--- src/rtl/rf_wb_arbiter.sv ---
// Write-back arbiter: shares the single register-file write port between the W stage (P) and the MDU (M).
// Optional trace output enabled by defining RF_WB_ARB_TRACE_EN.
module rf_wb_arbiter #(
    parameter int STARVE_LIMIT = 4
) (
    input  logic        clk,
    input  logic        reset,
    input  logic        p_valid,
    input  logic [4:0]  p_addr,
    input  logic [31:0] p_data,
    input  logic [31:0] p_pc,
    output logic        p_ready,
    input  logic        m_valid,
    input  logic [4:0]  m_addr,
    input  logic [31:0] m_data,
    input  logic [31:0] m_pc,
    output logic        m_ready,
    output logic        rf_we,
    output logic [4:0]  rf_a3,
    output logic [31:0] rf_wd,
    output logic [31:0] rf_wpc,
    input  logic [4:0]  qa1,
    input  logic [4:0]  qa2,
    output logic        hit1,
    output logic        hit2
);

    typedef enum logic {NORMAL, FORCE_M} state_t;

    localparam logic [7:0] LIMIT = 8'(STARVE_LIMIT);

    state_t      state;
    logic [7:0]  starve_cnt;
    logic [7:0]  starve_cnt_nxt;
    logic        gnt_p;
    logic        gnt_m;

    // Grants are suppressed while reset is high so nothing reaches the RF port.
    always_comb begin
        gnt_p = 1'b0;
        gnt_m = 1'b0;
        if (!reset) begin
            if (state == FORCE_M) begin
                if (m_valid)      gnt_m = 1'b1;
                else if (p_valid) gnt_p = 1'b1;
            end else begin
                if (p_valid)      gnt_p = 1'b1;
                else if (m_valid) gnt_m = 1'b1;
            end
        end
    end

    assign p_ready = gnt_p;
    assign m_ready = gnt_m;

    always_comb begin
        starve_cnt_nxt = starve_cnt;
        if (!m_valid || gnt_m)
            starve_cnt_nxt = 8'd0;
        else if (starve_cnt != 8'hFF)
            starve_cnt_nxt = starve_cnt + 8'd1;
    end

    always_ff @(posedge clk or posedge reset) begin
        if (reset) begin
            state      <= NORMAL;
            starve_cnt <= 8'd0;
            rf_we      <= 1'b0;
            rf_a3      <= 5'd0;
            rf_wd      <= 32'd0;
            rf_wpc     <= 32'd0;
        end else begin
            starve_cnt <= starve_cnt_nxt;
            case (state)
                NORMAL:  if (starve_cnt_nxt == LIMIT) state <= FORCE_M;
                FORCE_M: if (gnt_m || !m_valid)       state <= NORMAL;
                default: state <= NORMAL;
            endcase
            // Writes to $0 are accepted but never enabled on the port.
            if (gnt_p) begin
                rf_we  <= (p_addr != 5'd0);
                rf_a3  <= p_addr;
                rf_wd  <= p_data;
                rf_wpc <= p_pc;
            end else if (gnt_m) begin
                rf_we  <= (m_addr != 5'd0);
                rf_a3  <= m_addr;
                rf_wd  <= m_data;
                rf_wpc <= m_pc;
            end else begin
                rf_we  <= 1'b0;
            end
        end
    end

    assign hit1 = rf_we && (qa1 == rf_a3) && (qa1 != 5'd0);
    assign hit2 = rf_we && (qa2 == rf_a3) && (qa2 != 5'd0);

`ifdef RF_WB_ARB_TRACE_EN
    always @(posedge clk) begin
        if (!reset) begin
            if (gnt_p && p_addr != 5'd0)
                $display("%d@%h: $%d <= %h", $time, p_pc, p_addr, p_data);
            else if (gnt_m && m_addr != 5'd0)
                $display("%d@%h: $%d <= %h (mdu)", $time, m_pc, m_addr, m_data);
        end
    end
`endif

endmodule

--- config.mk ---
export PLATFORM = sky130hd
export DESIGN_NAME = rf_wb_arbiter
export DESIGN_NICKNAME = d
export VERILOG_FILES = /design/src/rtl/rf_wb_arbiter.sv
export SDC_FILE = /design/constraint.sdc
export NUM_CORES = 1
export LEC_CHECK = 0
export BUFFER_PORTS_ARGS = -buffer_cell sky130_fd_sc_hd__buf_2
export CORE_UTILIZATION = 45
export DETAILED_ROUTE_END_ITERATION = 10
export PLACE_DENSITY = 0.82
export SYNTH_ARGS = -nofsm -noshare
export SYNTH_HDL_FRONTEND = slang
export SYNTH_SLANG_ARGS = --single-unit
--- constraint.sdc ---
create_clock -name clk -period 4.5 [get_ports clk]
set_input_delay 0.675 -clock clk [delete_from_list [all_inputs] [get_ports clk]]
set_output_delay 0.675 -clock clk [all_outputs]
set_load 0.01 [all_outputs]
Word-level counts from Yosys, hierarchy flattened
Index checks and enable logic that the tools add are counted.

Add/sub/neg operators: 1. Eq/ne operators: 4. Multiplexer cells: 21. Bitwise logic cells: 1. Reduce and logical (&&, ||, !) cells: 11.

Operators by type and width (count): $mux W32 (4); $reduce_bool A5 Y1 (4); $mux W8 (2); $mux W1 (12); $eq A5 B5 Y1 (2); $mux W5 (2); $add A8 B1 Y8 const B (1); $eq A8 B3 Y1 const B (1); $ne A8 B8 Y1 const B (1); $logic_and A1 B1 Y1 (4); $pmux W1 S2 (1); $reduce_bool A2 Y1 (1); $logic_not A1 Y1 (1); $logic_or A1 B1 Y1 (1); $not A1 Y1 (1).

Register bits after elaboration: 79. Input bits: 152. Output and inout port bits: 74. Word-level logic and storage cells: 44.

Logic depth before layout (Yosys ltp)
Gate-level depths: netlist (run 1).

Word-level depth: 9. Gate-level depth with buffers: 7. Mapped depth without buffers: 6.

Least setup slack after synthesis (run 1)
No wires, ideal clock.

Kind: input to output. Start point: in reset. End point: out p_ready. Arrival time: 2.241 ns. Data required time: 3.825 ns. Path slack: 1.584 ns. Stages: 5. Buffers on the path: 2. Path through: inv_2 -> nand3_1 -> buf_4 -> buf_2 -> inv_2.

Word-level cells in the longest chain between the ends: 1.

RTL lines: from (decl) (line 7) `input logic reset,`; $mux W1 (line 42) `if (!reset) begin`; to (decl) (line 12) `output logic p_ready,`.

Every way passes these cells.

Worst setup path in the final report (run 1)
Start point: in m_valid. End point: out p_ready.

Word-level cells in the longest chain between the ends: 3.

RTL lines: from (decl) (line 13) `input logic m_valid,`; $mux W1 (line 44) `if (m_valid) gnt_m = 1'b1;`; $mux W1 (line 43) `if (state == FORCE_M) begin`; $mux W1 (line 42).

Every way passes these cells.

==> qor.csv, run 1 <==
stage;metric;value;unit
job;max-cap violation count;0;
status;status;finished, final reports clean;
routing;Remaining DRCs;0;
worst_setup_path;CP max FO;37;
sta;max-slew violation count;0;
floorplan;Die X;94.6;um
sta;Slew headroom;16.9;%
clocking;cts hold-fix bufs;0;
sta;FMAX;394;MHz
placed_design;DP HPWL;7.52;mm
global_route;largest net degree at the start of global routing;139;
sta;crit path time final;2.54;ns
pwr;LEAKAGE;2.99;nW
clocking;cts repair resizes;0;
hold_path;hold_sp;rf_wd[24];
placed_design;pre-CTS WS;1.81;ns
placed_design;placed insts;689;
worst_setup_path;CP Launch Type;input pin;
routing;post-route ant nets;0;
logic_synthesis;Syn Nets;533;
worst_setup_path;CP max stage delay;0.55;ns
clocking;maximum clock path buffer count;2;
worst_setup_path;critical path's slowest cell;nand3_4;
routing;Initial DRT Pass Iterations;4;
worst_setup_path;origin of the critical flop-to-flop path;state;
routing;wire length per cell;14.3;um
clocking;post-CTS setup repair buffer count;0;
global_route;first-pass GRT wire length;15.3;mm
placed_design;Post-DP Area;5040;um^2
clocking;Root Driver;clkbuf_8;
pwr;power density cells;337;nW/um^2
logic_synthesis;Compound-Gate Fraction of Synth Area;11.9;%
logic_synthesis;Adder-Cell Fraction of Synth Area;0.324;%
finish;# nets final;748;
sta;setup TNS;0;ns
sta;Worst Tran Pin Value;1.25;ns
logic_synthesis;main combinational cell family by area after synthesis;multiplexers;
clocking;CTS Buf Count;9;
routing;First DRT Iteration DRCs;125;
worst_setup_path;worst-case reg-to-reg path depth;5;
finish;share of cells above drive strength 1;42.2;%
clocking;CTS tree;yes;
floorplan;Core Rows;33;
worst_setup_path;CP endpoint kind;output port;
logic_synthesis;share of the yosys chip area belonging to registers;51.2;%
sta;final hold vios;0;
hold_path;Hold Path Class;flip-flop to flip-flop;
routing;Via Count;3589;
logic_synthesis;Unique masters post-synth;34;
hold_path;Hold Crit Depth;2;
logic_synthesis;xor/xnor cell area share of the yosys netlist;2.04;%
floorplan;Top Ports;226;
sta;Worst Skew;0.0103;ns
worst_setup_path;flop2flop setup slack;2.30;ns
floorplan;Die Area;8950;um^2
routing;WL final;10.1;mm
finish;fin cells;705;
finish;antenna diode count;0;
worst_setup_path;r2r endpoint;rf_a3[2];
logic_synthesis;flops & latches, synth;79;
global_route;antenna violations before repair;0;
sta;Setup Viol. Count Final;0;
floorplan;core footprint;8260;um^2
finish;Area Overhead vs Synth;35.6;%
worst_setup_path;Worst EP arrival;1.87;ns
worst_setup_path;worst-path cell chain;buf_2 > nand2_1 > nand3_4 > inv_2 > buf_2;
clocking;Clk Latency, worst-skew pair;0.34;ns
logic_synthesis;Synth Warn #;0;
floorplan;initial cell density of the core;46.7;%
clocking;clock sink count;79;
worst_setup_path;CP dominant cell by count;buf_2;
routing;vias per cell;5.09;
worst_setup_path;Worst EP required;3.83;ns
logic_synthesis;Netlist Area Pre-Place;3860;um^2
hold_path;Hold Path End;rf_wd[24];
floorplan;die height;94.6;um
pwr;maximum VDD drop;0.156;mV
worst_setup_path;WS Path Type;input pin to output port;
logic_synthesis;Avg Inst Size Synth;10.2;um^2
clocking;Reg clk slew, reported paths;0.08;ns
finish;Design Area, Final;5230;um^2
global_route;grt ovf;0;
sta;RSZ-0062 raised after global routing;false;
global_route;vias in the first global route;3454;
logic_synthesis;Post-Synth Simple-Gate Area;12.5;%
placed_design;GPL Wtd Cong;0.861;
logic_synthesis;fraction of synthesized area in multiplexers;18.4;%
sta;setup ws final;1.96;ns
clocking;number of H-tree levels;3;
sta;fin crit share;56.5;%
finish;fin util;63.4;%
placed_design;input/output buffers;225;
logic_synthesis;cell count after synthesis;380;
finish;commonest non-fill, non-tap cell in the layout;buf_2;
global_route;All-Layer GR Usage;22.0;%
finish;commonest cells after routing, fill and taps aside;buf_2 (225), dfrtp_1 (79), nand2_1 (72);
## synthesized netlist by cell type, drive strengths merged
cell / number / area share [%]
o32ai: 1 / 0.42
dfrtp: 79 / 51
nor3: 4 / 0.52
mux2i: 71 / 18
nor2b: 1 / 0.23
a21oi: 6 / 0.78
nor4: 4 / 0.65
nand4b: 1 / 0.23
inv: 3 / 0.29
xnor2: 2 / 0.45
buf: 11 / 1.9
clkbuf: 13 / 1.3
a31oi: 2 / 0.32
nor3b: 1 / 0.19
nor2: 9 / 0.94
and4: 2 / 0.45
or3: 1 / 0.16
nand3: 4 / 0.52
o211ai: 1 / 0.19
or4: 2 / 0.39
nand2: 72 / 7.0
nand4: 3 / 0.49
o21ai: 74 / 10
xor2: 7 / 1.6
nand4bb: 1 / 0.29
a21o: 1 / 0.23
ha: 1 / 0.32
and3: 3 / 0.49
## routing by layer
layer  part of all wire [%]  wire [um]  track usage, %
met3                    6.8        683            5.23
met1                     39       3980            24.6
met4                    2.7        271            11.4
met2                     51       5140            38.8
met5                      0          0               0
## through the flow
stage	hold WS [ns]	power [mW]
floorplan	0.523	1.07
global placement	0.464	1.24
detailed placement	0.471	1.26
CTS	0.489	1.79
global route	0.507	1.87
finish	0.483	1.77
## power by group
part	switching (mW)	internal, mW
clock network	0.252	0.269
logic	0.215	0.183
registers	0.0524	0.794
## cell families (layout without fill, tap and decap cells)
| logic type | Yosys count | in the layout |
|---|---|---|
| AO/OA/AOI/OAI | 85 | 85 |
| XOR/XNOR | 9 | 9 |
| adder cells (fa/ha/maj) | 1 | 1 |
| buffers and inverters | 27 | 247 |
| flip-flops | 79 | 79 |
| multiplexers | 71 | 71 |
| AND/OR/NAND/NOR | 108 | 108 |
## layout make-up
type | count | area [um^2]
clock buffers | 10 | 138
clock inverters | 6 | 60.1
fillers | 728 | 3020
inverters | 3 | 12.5
multi-input cells | 274 | 1770
flip-flops and latches | 79 | 1980
well taps | 105 | 131
repair buffers | 228 | 1150
## sequential cells by signal, summed over array words and instances, names as in the netlist
register / flops
starve_cnt: 8
rf_a3: 5
rf_wpc: 32
rf_we: 1
rf_wd: 32
state: 1
## critical path: cells and delay by family
kind	cells	cell delay (ns)
AND/OR/NAND/NOR	2	0.71
buffers and inverters	3	0.48
## worst max path at each step
| stage | endpoint | slack, ns | from |
|---|---|---|---|
| after detailed placement | rf_wpc[3] | 1.81 | m_valid |
| final | p_ready | 1.96 | m_valid |
| after global routing | p_ready | 1.88 | m_valid |
| after floorplan | p_ready | 1.58 | reset |
| after CTS | p_ready | 1.95 | m_valid |
| after global placement | rf_wpc[11] | 1.95 | m_valid |
Note: power is estimated with default switching activity, not from simulation.
==> run 2: changes to the inputs <==
--- a/config.mk
+++ b/config.mk
@@ -6,9 +6,9 @@
 export NUM_CORES = 1
 export LEC_CHECK = 0
 export BUFFER_PORTS_ARGS = -buffer_cell sky130_fd_sc_hd__buf_2
-export CORE_UTILIZATION = 45
+export CORE_UTILIZATION = 40
 export DETAILED_ROUTE_END_ITERATION = 10
-export PLACE_DENSITY = 0.82
+export PLACE_DENSITY = 0.77
 export SYNTH_ARGS = -nofsm -noshare
 export SYNTH_HDL_FRONTEND = slang
 export SYNTH_SLANG_ARGS = --single-unit
==> constraint.sdc (replaced) <==
create_clock -name clk -period 2.3 [get_ports clk]
set_input_delay 0.345 -clock clk [delete_from_list [all_inputs] [get_ports clk]]
set_output_delay 0.345 -clock clk [all_outputs]
set_load 0.01 [all_outputs]
==> qor.csv, run 2 (synthesis results as in run 1) <==
stage;metric;value;unit;change
clocking;maximum clock path buffer count;2;;unchanged
placed_design;input/output buffers;225;;unchanged
sta;Slew headroom;34.0;%;+17 points
worst_setup_path;CP endpoint kind;output port;;
sta;Setup Viol. Count Final;0;;unchanged
routing;post-route ant nets;0;;unchanged
sta;fin crit share;86.0;%;
floorplan;Core Rows;35;;+6.1%
routing;vias per cell;4.80;;-5.7%
global_route;grt ovf;0;;unchanged
floorplan;core footprint;9280;um^2;+12%
finish;Area Overhead vs Synth;38.2;%;
finish;commonest non-fill, non-tap cell in the layout;buf_2;;
finish;number of fill cells;877;;+20%
global_route;vias in the first global route;3375;;-2.3%
routing;WL final;9.36;mm;-7.1%
pwr;power density cells;664;nW/um^2;+97%
placed_design;placed insts;715;;+3.8%
clocking;cts hold-fix bufs;0;;unchanged
clocking;cts repair resizes;0;;unchanged
hold_path;Hold Path Class;input pin to flip-flop;;
job;max-cap violation count;0;;unchanged
worst_setup_path;Worst EP required;1.96;ns;-1.87 ns
clocking;post-CTS setup repair buffer count;0;;unchanged
routing;Via Count;3508;;-2.3%
clocking;Root Driver;clkbuf_8;;
clocking;CTS tree;yes;;
worst_setup_path;worst-path cell chain;nand2_1 > nand3_4 > buf_12 > inv_2 > buf_2;;
sta;final hold vios;0;;unchanged
finish;# nets final;750;;+0.27%
clocking;Reg clk slew, reported paths;0.09;ns;about the same
sta;FMAX;505;MHz;
floorplan;Die Area;10000;um^2;+12%
floorplan;Top Ports;226;;unchanged
routing;wire length per cell;12.8;um;-10%
worst_setup_path;WS Path Type;flip-flop to output port;;
placed_design;DP HPWL;7.17;mm;-4.7%
global_route;largest net degree at the start of global routing;114;;-18%
floorplan;die height;100;um;+5.9%
routing;Initial DRT Pass Iterations;4;;unchanged
worst_setup_path;CP Launch Type;flip-flop;;
finish;fin cells;731;;+3.7%
status;status;finished, final reports clean;;
sta;Worst Skew;0.0110;ns;+0.000707 ns
sta;setup TNS;0;ns;unchanged
worst_setup_path;Worst EP arrival;1.63;ns;-0.24 ns
worst_setup_path;critical path's slowest cell;dfrtp_1;;
worst_setup_path;CP max FO;25;;-32%
finish;Largest regs;rf_wd x32, rf_wpc x32, starve_cnt x8;;
clocking;CTS Buf Count;9;;unchanged
finish;share of cells above drive strength 1;42.2;%;about the same
worst_setup_path;CP max stage delay;0.40;ns;-0.15 ns
finish;antenna diode count;0;;unchanged
finish;commonest cells after routing, fill and taps aside;buf_2 (225), dfrtp_1 (79), nand2_1 (72);;
routing;First DRT Iteration DRCs;69;;-45%
floorplan;initial cell density of the core;41.6;%;-5.2 points
placed_design;GPL Wtd Cong;0.798;;-7.3%
pwr;LEAKAGE;3.02;nW;+0.99%
global_route;All-Layer GR Usage;18.9;%;-3.1 points
routing;Remaining DRCs;0;;unchanged
pwr;maximum VDD drop;0.489;mV;+210%
sta;crit path time final;1.98;ns;
clocking;Clk Latency, worst-skew pair;0.35;ns;about the same
global_route;antenna violations before repair;0;;unchanged
sta;max-slew violation count;0;;unchanged
global_route;first-pass GRT wire length;15.0;mm;-1.4%
sta;RSZ-0062 raised after global routing;false;;
sta;Worst Tran Pin Value;0.990;ns;-0.256 ns
clocking;number of H-tree levels;3;;unchanged
clocking;clock sink count;79;;unchanged
floorplan;Die X;100;um;+5.9%
## run 2: cell count changes in the layout (fill, tap and decap cells not counted), sizes merged
| cell | before | now |
|---|---|---|
| clkinv | 4 | 3 |
| bufinv | 1 | 2 |
| buf | 228 | 230 |
## run 2: worst paths after layout
kind | start | end | slack (ns) | cells after the start
setup / recovery | state | p_ready | 0.32 | 5
hold / removal | p_pc[17] | rf_wpc[17] | 0.26 | 3
setup reg to reg | starve_cnt[0] | state | 0.53 | 6
hold reg to reg | rf_wd[24] | rf_wd[24] | 0.48 | 2
max in group asynchronous | reset | rf_wpc[8] | 1.24 | 3
min in group asynchronous | reset | starve_cnt[5] | 0.42 | 3
## run 2: routing by layer
| metal | wire length [um] | part of all wire, % | GRT usage, % | vias to the layer above |
|---|---|---|---|---|
| li1 | - | - | - | 1757 |
| met1 | 3900 | 42 | 22.3 | 1623 |
| met5 | 0 | 0 | 0 | - |
| met2 | 4810 | 51 | 34.5 | 116 |
| met4 | 148 | 1.6 | 7.02 | 0 |
| met3 | 508 | 5.4 | 3.27 | 12 |
## run 2: power by group
group          switching, mW  internal, mW  leakage [nW]  total (mW)
registers              0.105          1.55         0.983        1.66
logic                  0.413         0.366          1.93       0.779
clock network          0.495         0.608         0.102        1.10
total                   1.01          2.53          3.02        3.54
## run 2: worst max-delay path, delay by kind of cell, from the launching register on
family | cells | cell delay [ns]
and+or+nand+nor | 2 | 0.44
DFF | 1 | 0.40
buffers and inverters | 3 | 0.44
## run 2: layout make-up
type	count	area, um^2	share of cell area [%]
clock buffers	10	128	2.39
multi-input cells	274	1770	33.1
inverters	3	12.5	0.235
repair buffers	230	1200	22.5
flip-flops and latches	79	1980	37.1
clock inverters	6	85.1	1.60
well taps	129	161	3.03
## run 2: per-stage QoR
| stage | util (%) | instance area [um^2] | setup WS [ns] | hold slack, ns | total power [mW] |
|---|---|---|---|---|---|
| final | 57.4 | 5330 | 0.321 | 0.264 | 3.54 |
| after global routing | 57.4 | 5330 | 0.174 | 0.263 | 3.75 |
| after CTS | 57.4 | 5330 | 0.284 | 0.252 | 3.59 |
| after detailed placement | 55.1 | 5120 | 0.540 | 0.472 | 2.48 |
| after global placement | 55.1 | 5120 | 0.576 | 0.465 | 2.45 |
| after floorplan | - | 3860 | 0.0440 | 0.502 | 2.09 |
==> run 3: changes to the inputs <==
--- a/config.mk
+++ b/config.mk
@@ -5,10 +5,12 @@
 export SDC_FILE = /design/constraint.sdc
 export NUM_CORES = 1
 export LEC_CHECK = 0
-export BUFFER_PORTS_ARGS = -buffer_cell sky130_fd_sc_hd__buf_2
+export BUFFER_PORTS_ARGS = -buffer_cell sky130_fd_sc_hd__buf_4
+export CORE_ASPECT_RATIO = 0.6
 export CORE_UTILIZATION = 40
 export DETAILED_ROUTE_END_ITERATION = 10
 export PLACE_DENSITY = 0.77
+export SLEW_MARGIN = 5
 export SYNTH_ARGS = -nofsm -noshare
 export SYNTH_HDL_FRONTEND = slang
 export SYNTH_SLANG_ARGS = --single-unit
==> qor.csv, run 3 (synthesis results as in run 1) <==
stage;metric;value;unit;change
pwr;LEAKAGE;3.23;nW;+7.0%
hold_path;Hold Crit Depth;3;;unchanged
floorplan;initial cell density of the core;41.7;%;+0.12 points
pwr;power share of the clock group;34.9;%;+3.8 points
sta;Slew headroom;35.5;%;+1.5 points
sta;crit path time final;1.98;ns;-0.0000620 ns
hold_path;Hold Path Class;input pin to flip-flop;;
routing;post-route ant nets;0;;unchanged
clocking;cts repair resizes;0;;unchanged
clocking;clock sink count;79;;unchanged
pwr;Tot Pwr;4.01;mW;+13%
clocking;maximum clock path buffer count;2;;unchanged
finish;share of cells above drive strength 1;42.2;%;unchanged
pwr;Net Sw Frac;26.5;%;-2.1 points
worst_setup_path;CP max stage delay;0.44;ns;+0.04 ns
floorplan;Top Ports;226;;unchanged
floorplan;Die X;129;um;+29%
pwr;Combinational Power Share;23.6;%;+1.6 points
global_route;All-Layer GR Usage;20.0;%;+1.1 points
clocking;cts hold-fix bufs;0;;unchanged
sta;RSZ-0062 raised after global routing;false;;
worst_setup_path;worst-path cell chain;nor4_1 > nor3_1 > a21oi_1 > nor4_1 > and3_1 > buf_4;;
global_route;grt ovf;0;;unchanged
finish;# nets final;750;;unchanged
finish;fin util;64.6;%;+7.2 points
global_route;grt peak-use layer;met2;;
status;status;finished, final reports clean;;
job;max-cap violation count;0;;unchanged
clocking;CTS tree;yes;;
pwr;maximum VDD drop;0.353;mV;-28%
sta;max-slew violation count;0;;unchanged
finish;antenna diode count;0;;unchanged
finish;Largest regs;rf_wd x32, rf_wpc x32, starve_cnt x8;;
sta;setup TNS;0;ns;unchanged
clocking;Reg clk slew, reported paths;0.06;ns;-0.03 ns
global_route;grt met1 use;25.7;%;+3.4 points
global_route;first-pass GRT wire length;15.7;mm;+4.5%
worst_setup_path;CP max FO;5;;-80%
finish;commonest non-fill, non-tap cell in the layout;buf_4;;
sta;final hold vios;0;;unchanged
global_route;antenna violations before repair;0;;unchanged
floorplan;core footprint;9260;um^2;-0.30%
finish;commonest cells after routing, fill and taps aside;buf_4 (227), dfrtp_1 (79), nand2_1 (72);;
routing;Remaining DRCs;0;;unchanged
worst_setup_path;critical path's slowest cell;dfrtp_1;;
worst_setup_path;WS Path Type;flip-flop to output port;;
floorplan;die height;78.1;um;-22%
floorplan;Core Rows;27;;-23%
sta;Worst Tran Pin Value;0.968;ns;-0.0226 ns
finish;Area Overhead vs Synth;55.1;%;
global_route;met3 usage;5.93;%;+2.7 points
routing;Initial DRT Pass Iterations;4;;unchanged
finish;number of fill cells;777;;-11%
clocking;post-CTS setup repair buffer count;0;;unchanged
worst_setup_path;CP endpoint kind;output port;;
pwr;Reg power frac;41.5;%;-5.4 points
worst_setup_path;Worst EP arrival;1.63;ns;about the same
routing;WL final;9.76;mm;+4.2%
sta;fin crit share;86.0;%;about the same
routing;Via Count;3510;;+0.057%
placed_design;input/output buffers;225;;unchanged
routing;First DRT Iteration DRCs;145;;+110%
routing;wire length per cell;13.3;um;+4.1%
sta;FMAX;505;MHz;about the same
placed_design;GPL Wtd Cong;0.819;;+2.6%
floorplan;Die Area;10100;um^2;+0.14%
routing;vias per cell;4.80;;about the same
global_route;vias in the first global route;3348;;-0.80%
worst_setup_path;CP dominant cell by count;nor4_1;;
pwr;power density cells;670;nW/um^2;+0.94%
sta;Setup Viol. Count Final;0;;unchanged
clocking;number of H-tree levels;3;;unchanged
worst_setup_path;Worst EP required;1.96;ns;about the same
global_route;met2 Resource Use GR;33.0;%;-1.5 points
sta;Worst Skew;0.00490;ns;-0.00613 ns
pwr;P_int;2.95;mW;+17%
worst_setup_path;CP Launch Type;flip-flop;;
clocking;CTS Buf Count;9;;unchanged
pwr;net switching power;1.06;mW;+4.9%
placed_design;DP HPWL;7.58;mm;+5.7%
global_route;largest net degree at the start of global routing;91;;-20%
worst_setup_path;worst-case reg-to-reg path depth;6;;unchanged
clocking;Clk Latency, worst-skew pair;0.33;ns;-0.02 ns
clocking;Root Driver;clkbuf_16;;
[run 3: cell types whose count changed in the layout (fill, tap and decap cells not counted)]
cell / before / now
buf_4: 2 / 227
bufinv_16: 2 / 1
buf_2: 225 / 0
clkinvlp_4: 2 / 3
clkinv_2: 3 / 2
clkbuf_16: 0 / 9
clkbuf_8: 9 / 1
[run 3: worst max-delay path: cells and delay by family, from the launching register on]
family,cells,cell delay [ns]
buffers and inverters,1,0.14
AO/OA/AOI/OAI,1,0.13
AND/OR/NAND/NOR,4,0.61
flip-flops,1,0.44
[run 3: final timing paths]
check                                   start    endpoint  slack (ns)
worst max-delay path                 rf_a3[0]        hit2        0.32
worst min-delay path                p_addr[3]       rf_we        0.28
worst max register to register  starve_cnt[0]       state        0.53
worst min register to register     rf_wpc[31]  rf_wpc[31]        0.48
max in group asynchronous               reset   rf_wpc[7]        1.25
min in group asynchronous               reset   rf_wd[31]        0.43
[run 3: cell type report]
cell class              count  area, um^2  area share, %
repair buffers            230        1760           29.5
inverters                   3        12.5          0.209
multi-input cells         274        1770           29.5
clock buffers              11         243           4.06
flip-flops and latches     79        1980           33.0
clock inverters             5        57.6          0.962
well taps                 130         163           2.72
[run 3: routing by layer]
metal	wire length (um)	vias to the layer above	part of all wire [%]
met5	0	-	0
met4	97	0	0.99
met3	716	10	7.3
met2	4670	129	48
met1	4270	1606	44
li1	-	1765	-
[run 3: power groups by stage]
stage,Combinational (mW),Sequential (mW),Clock (mW)
5_1_grt,1.04,1.69,1.51
6_report,0.945,1.66,1.40
2_1_floorplan,0.334,1.76,0
3_3_place_gp,0.942,1.68,0
3_5_place_dp,0.960,1.69,0
4_1_cts,0.961,1.67,1.44
[run 3: metrics by stage]
stage	hold WS, ns	std cells	setup slack, ns	cell area, um^2
floorplan	0.502	380	0.0440	3860
global placement	0.472	716	0.596	5680
detailed placement	0.477	716	0.545	5680
CTS	0.270	732	0.303	5980
global route	0.285	732	0.207	5980
finish	0.281	732	0.321	5980
